===== src/rtl/way_sel_pipe_mux.sv =====
// N-way cache read-data selector: one-hot way select picks one packed entry of a set.
// Output is a valid/ready stream behind a 2-entry skid buffer; malformed selects are flagged and counted.
module way_sel_pipe_mux #(
    parameter int unsigned WAYS            = 4,
    parameter int unsigned LINE_SIZE_BYTES = 4,
    parameter int unsigned LRU_BITS        = 1,
    parameter int unsigned VALID_BITS      = 1,
    parameter int unsigned DIRTY_BITS      = 1,
    parameter int unsigned TAG_BITS        = 18,
    parameter int unsigned ERR_CNT_BITS    = 8,
    localparam int unsigned LINE_W  = LINE_SIZE_BYTES * 8,
    localparam int unsigned ENTRY_W = VALID_BITS + LRU_BITS + DIRTY_BITS + TAG_BITS + LINE_W,
    localparam int unsigned WAY_W   = $clog2(WAYS)
) (
    input  logic                      i_clk,
    input  logic                      i_rst,
    input  logic                      i_valid,
    output logic                      o_ready,
    input  logic [WAYS*ENTRY_W-1:0]   i_data,
    input  logic [WAYS-1:0]           i_sel,
    output logic                      o_valid,
    input  logic                      i_ready,
    output logic [LINE_W-1:0]         o_data,
    output logic [TAG_BITS-1:0]       o_tag,
    output logic [DIRTY_BITS-1:0]     o_dirty,
    output logic [VALID_BITS-1:0]     o_line_vld,
    output logic [WAY_W-1:0]          o_way,
    output logic                      o_sel_err,
    output logic [ERR_CNT_BITS-1:0]   o_err_cnt
);

    localparam int unsigned TAG_LSB   = LINE_W;
    localparam int unsigned DIRTY_LSB = TAG_LSB + TAG_BITS;
    localparam int unsigned LRU_LSB   = DIRTY_LSB + DIRTY_BITS;
    localparam int unsigned VALID_LSB = LRU_LSB + LRU_BITS;

    typedef struct packed {
        logic [LINE_W-1:0]     data;
        logic [TAG_BITS-1:0]   tag;
        logic [DIRTY_BITS-1:0] dirty;
        logic [VALID_BITS-1:0] line_vld;
        logic [WAY_W-1:0]      way;
        logic                  sel_err;
    } payload_t;

    payload_t                  dec;
    payload_t                  main_q, main_d;
    payload_t                  skid_q, skid_d;
    logic                      main_valid_q, main_valid_d;
    logic                      skid_valid_q, skid_valid_d;
    logic [ERR_CNT_BITS-1:0]   err_cnt_q, err_cnt_d;

    int unsigned               hot_cnt;
    logic [WAY_W-1:0]          hit_idx;
    logic [LINE_W-1:0]         hit_data;
    logic [TAG_BITS-1:0]       hit_tag;
    logic [DIRTY_BITS-1:0]     hit_dirty;
    logic [VALID_BITS-1:0]     hit_vld;
    logic                      unused_lru;

    logic                      accept;
    logic                      consume;

    always_comb begin
        hot_cnt    = 0;
        hit_idx    = '0;
        hit_data   = '0;
        hit_tag    = '0;
        hit_dirty  = '0;
        hit_vld    = '0;
        unused_lru = 1'b0;
        for (int w = 0; w < int'(WAYS); w++) begin
            unused_lru = unused_lru ^ (^i_data[w*ENTRY_W + LRU_LSB +: LRU_BITS]);
            if (i_sel[w]) begin
                hot_cnt   = hot_cnt + 1;
                hit_idx   = WAY_W'(w);
                hit_data  = i_data[w*ENTRY_W +: LINE_W];
                hit_tag   = i_data[w*ENTRY_W + TAG_LSB +: TAG_BITS];
                hit_dirty = i_data[w*ENTRY_W + DIRTY_LSB +: DIRTY_BITS];
                hit_vld   = i_data[w*ENTRY_W + VALID_LSB +: VALID_BITS];
            end
        end
    end

    // Zero-hot and multi-hot selects yield an all-zero payload rather than an OR of ways.
    always_comb begin
        dec = '0;
        if (hot_cnt == 1) begin
            dec.data     = hit_data;
            dec.tag      = hit_tag;
            dec.dirty    = hit_dirty;
            dec.line_vld = hit_vld;
            dec.way      = hit_idx;
        end else begin
            dec.sel_err  = 1'b1;
        end
    end

    assign accept  = i_valid & ~skid_valid_q;
    assign consume = main_valid_q & i_ready;

    always_comb begin
        main_d       = main_q;
        main_valid_d = main_valid_q;
        skid_d       = skid_q;
        skid_valid_d = skid_valid_q;
        if (consume) begin
            if (skid_valid_q) begin
                main_d       = skid_q;
                skid_valid_d = 1'b0;
            end else if (accept) begin
                main_d       = dec;
            end else begin
                main_valid_d = 1'b0;
            end
        end else if (accept) begin
            if (!main_valid_q) begin
                main_d       = dec;
                main_valid_d = 1'b1;
            end else begin
                skid_d       = dec;
                skid_valid_d = 1'b1;
            end
        end
    end

    always_comb begin
        err_cnt_d = err_cnt_q;
        if (accept && dec.sel_err && (err_cnt_q != {ERR_CNT_BITS{1'b1}})) begin
            err_cnt_d = err_cnt_q + ERR_CNT_BITS'(1);
        end
    end

    always_ff @(posedge i_clk) begin
        if (i_rst) begin
            main_q       <= '0;
            main_valid_q <= 1'b0;
            skid_q       <= '0;
            skid_valid_q <= 1'b0;
            err_cnt_q    <= '0;
        end else begin
            main_q       <= main_d;
            main_valid_q <= main_valid_d;
            skid_q       <= skid_d;
            skid_valid_q <= skid_valid_d;
            err_cnt_q    <= err_cnt_d;
        end
    end

    assign o_ready    = ~skid_valid_q;
    assign o_valid    = main_valid_q;
    assign o_data     = main_q.data;
    assign o_tag      = main_q.tag;
    assign o_dirty    = main_q.dirty;
    assign o_line_vld = main_q.line_vld;
    assign o_way      = main_q.way;
    assign o_sel_err  = main_q.sel_err;
    assign o_err_cnt  = err_cnt_q;

endmodule

===== config.mk =====
export PLATFORM = sky130hd
export DESIGN_NAME = way_sel_pipe_mux
export DESIGN_NICKNAME = d
export VERILOG_FILES = /design/src/rtl/way_sel_pipe_mux.sv
export SDC_FILE = /design/constraint.sdc
export NUM_CORES = 1
export LEC_CHECK = 0
export ABC_CLOCK_PERIOD_IN_PS = 4800
export CORE_MARGIN = 2
export CORE_UTILIZATION = 40
export DETAILED_ROUTE_END_ITERATION = 12
export PLACE_DENSITY = 0.78
export SLEW_MARGIN = 40
export SYNTH_ARGS = -nofsm -noshare
export SYNTH_HDL_FRONTEND = slang
export SYNTH_SLANG_ARGS = --single-unit

===== constraint.sdc =====
create_clock -name i_clk -period 4.8 [get_ports i_clk]
set_input_delay 0.96 -clock i_clk [delete_from_list [all_inputs] [get_ports i_clk]]
set_output_delay 0.96 -clock i_clk [all_outputs]
set_load 0.1 [all_outputs]

==> out/results.txt <==
non-filler cells, final: 1120
Synth cell types: 46
largest cells by area after synthesis: dfxtp_1 (38%), a221oi_2 (11%), a221oi_1 (8.1%), nor3_2 (7.9%), a22o_1 (7.5%)
syn avg cell area: 9.69 µm²
depth of the CTS H-tree: 4
TNS Setup: 0 ns
Synth Register Bits: 120
hold slack: 0.482 ns
clk_skew: 0.0111 ns
post_cts resized: 0
Top-Level Pins: 285
Final Cell Area: 0.00954 mm²
post-synthesis sequential area ratio: 38.1%
M3 GR Usage: 6.61%
PwrDens: 365 mW/mm²
GRT Resource Usage Total: 24.4%
worst-path cell with the longest stage delay: clkdlybuf4s50_1
max incr delay on CP: 0.51 ns
status: finished clean
per-cell routed wire length: 18.9 µm
initial antenna violation count: 0
die width: 130 µm
final hold violations: 0
layout cells sized above 1: 25.5%
final core utilization: 62.3%
vias in the first global route: 6113
Max Freq: 269 MHz
post-synth top area cell: dfxtp_1
RSZ-0062 raised after global routing: no
Synth Instances: 651
Nets: 1120
met2 global-route usage: 42.1%
Hold-fix buffers, CTS: 0
first-pass GRT wire length: 32200 µm
Yosys warning count: 0
Clock Tree Root: clkbuf_16
share of Yosys cell area claimed by the top area cell type: 38.1%
Initial Utilization: 41.2%
clk_lat worst skew: 0.41 ns
Placed Instances: 1087
Reg clk slew, reported paths: 0.06 ns
via count: 6331
Max VDD drop: 371 µV
TritonCTS clock tree: yes
syn_nets: 875
Max Fanout on Critical Path: 24
Hold Crit Class: flop to flop
dpl cell area: 0.00889 mm²
Synth async-reset ratio: 0%
FP Rows: 45
most used cell, CP: ha_1
core footprint: 0.0153 mm²
Placer Congestion: 0.756
CTS max path bufs: 2
# DRC: 0
total die area: 0.0168 mm²
WP buf/inv: 3
antenna diode count: 0
hpwl dp: 14200 µm
Die Y: 130 µm
Total Power: 3.48 mW
initial DRC count: 316
# port buffers: 280
area growth from synthesis to layout: 51.3%
EDFF count, synth: 0
Startpoint Class: input port
gr ovfl total: 0
Clock Sinks: 120
period utilisation layout: 77.5%
Synth Flop Type: dfxtp_1
grt met1 use: 30.7%
drt via density: 5.65
Pins Over Slew Limit: 0
pin count of the biggest net entering global routing: 54
setup bufs post-CTS: 0
# fillers: 1341
Required @ worst endpoint: 5.14 ns
FF-to-FF setup slack: 2.81 ns
GRT busiest layer: met2
Leak: 3.75 nW
Min Clock Period, post-route: 3.72 ns
CTS Buf Count: 17
crit path cell chain: clkdlybuf4s50_1, inv_1, ha_1, xor2_1, ha_1, nand2b_1, a2111oi_4, o31a_2, buf_4, a221oi_1, nor3_1
slew margin rel.: 48.9%
Arr. time, crit path: 4.06 ns
Synth Cell Area: 0.00631 mm²
Crit. End Element: flop
Top delay family on crit path: buffers and inverters
final setup violation count: 0
Max Cap Viol: 0
Crit Path Class: input port to flop
post-route ant nets: 0
first drt pass iteration count: 4
DP Worst Slack: 0.674 ns
final setup margin: 1.08 ns
routed wire length: 21100 µm
Least-Margin Pin Slew: 0.764 ns
## worst reg2reg max path, cell delays in order, from the launching register on
cell       delay (ns)
dfxtp_1          0.40
nor2b_1          0.28
o21ai_0          0.19
a2111oi_1        0.70
a21o_1           0.22
a21oi_1          0.05
## kinds of logic (layout without fill, tap and decap cells)
| family | after synthesis | count (layout) | synth area share [%] |
|---|---|---|---|
| simple gates | 205 | 205 | 18.7 |
| compound gates | 234 | 234 | 34.9 |
| mux | 4 | 4 | 0.674 |
| buf+inv | 81 | 339 | 6.41 |
| xor+xnor | 3 | 3 | 0.417 |
| flops | 120 | 120 | 38.1 |
| fa+ha+maj | 4 | 4 | 0.794 |
## worst paths after layout
path | to | startpoint | cells past startpoint
worst max-delay path | o_data[29] | i_sel[0] | 11
worst min-delay path | skid_q[5] | skid_q[5] | 1
worst max register to register | o_err_cnt[6] | skid_valid_q | 5
worst min register to register | skid_q[5] | skid_q[5] | 1
## cell usage after synthesis (2+ instances only)
master	number
nand2b_1	3
a221oi_1	58
nand4_1	2
buf_2	11
buf_1	2
and3_1	3
inv_1	7
and2_1	2
dfxtp_1	120
o22ai_1	53
nor3_1	6
nand3_1	5
buf_6	10
a221oi_2	48
xnor2_1	2
clkbuf_1	47
a21oi_1	6
mux2i_1	2
buf_4	3
nor4_2	2
nand2_1	5
nor2b_1	6
a22o_1	54
o21ai_0	3
nor3_2	50
nor2_1	116
ha_1	4
a21o_1	3
## where the power goes
part           leakage (nW)  internal, mW  switching (mW)
Clock                 0.299         0.857           0.461
Combinational          2.47         0.349           0.729
Sequential            0.979          1.05          0.0311
## state kept, by name, indices dropped and copies added, names as in the netlist
name / count
o_way: 2
o_data: 32
skid_q: 55
o_line_vld: 1
o_valid: 1
skid_valid_q: 1
o_err_cnt: 8
o_sel_err: 1
o_dirty: 1
o_tag: 18
## layout make-up
| cell class | instances | area (µm²) | area share, % |
|---|---|---|---|
| Multi-Input combinational cell | 450 | 3550 | 37.2 |
| Inverter | 8 | 30.0 | 0.315 |
| Tap cell | 211 | 264 | 2.77 |
| Clock buffer | 21 | 470 | 4.93 |
| Timing Repair Buffer | 299 | 2680 | 28.1 |
| Sequential cell | 120 | 2400 | 25.2 |
| Clock inverter | 11 | 146 | 1.53 |
## cells in the final DEF, fill, tap and decap left out, types with 3 or more instances in the layout
cell             instances
a21o_1                   3
nor2b_1                  4
nor3_1                   6
bufinv_16                3
inv_1                    7
ha_1                     4
o21ai_0                  3
buf_12                   4
clkbuf_8                 3
clkdlybuf4s50_1        213
o22ai_1                 52
buf_4                   15
buf_2                   66
clkinv_4                 3
clkbuf_16               17
nand3_1                  5
nor3_2                  50
clkinv_2                 3
dfxtp_1                120
a22o_1                  54
a221oi_1                58
a221oi_2                48
nor2_1                 116
a21oi_1                  6
nand2_1                  5
## metal layers
metal,up-vias,part of all wire (%)
met4,0,0.72
li1,3048,-
met5,-,0
met2,211,48
met3,13,7.0
met1,3059,44
No activity file was read; power rests on OpenSTA's default activity.
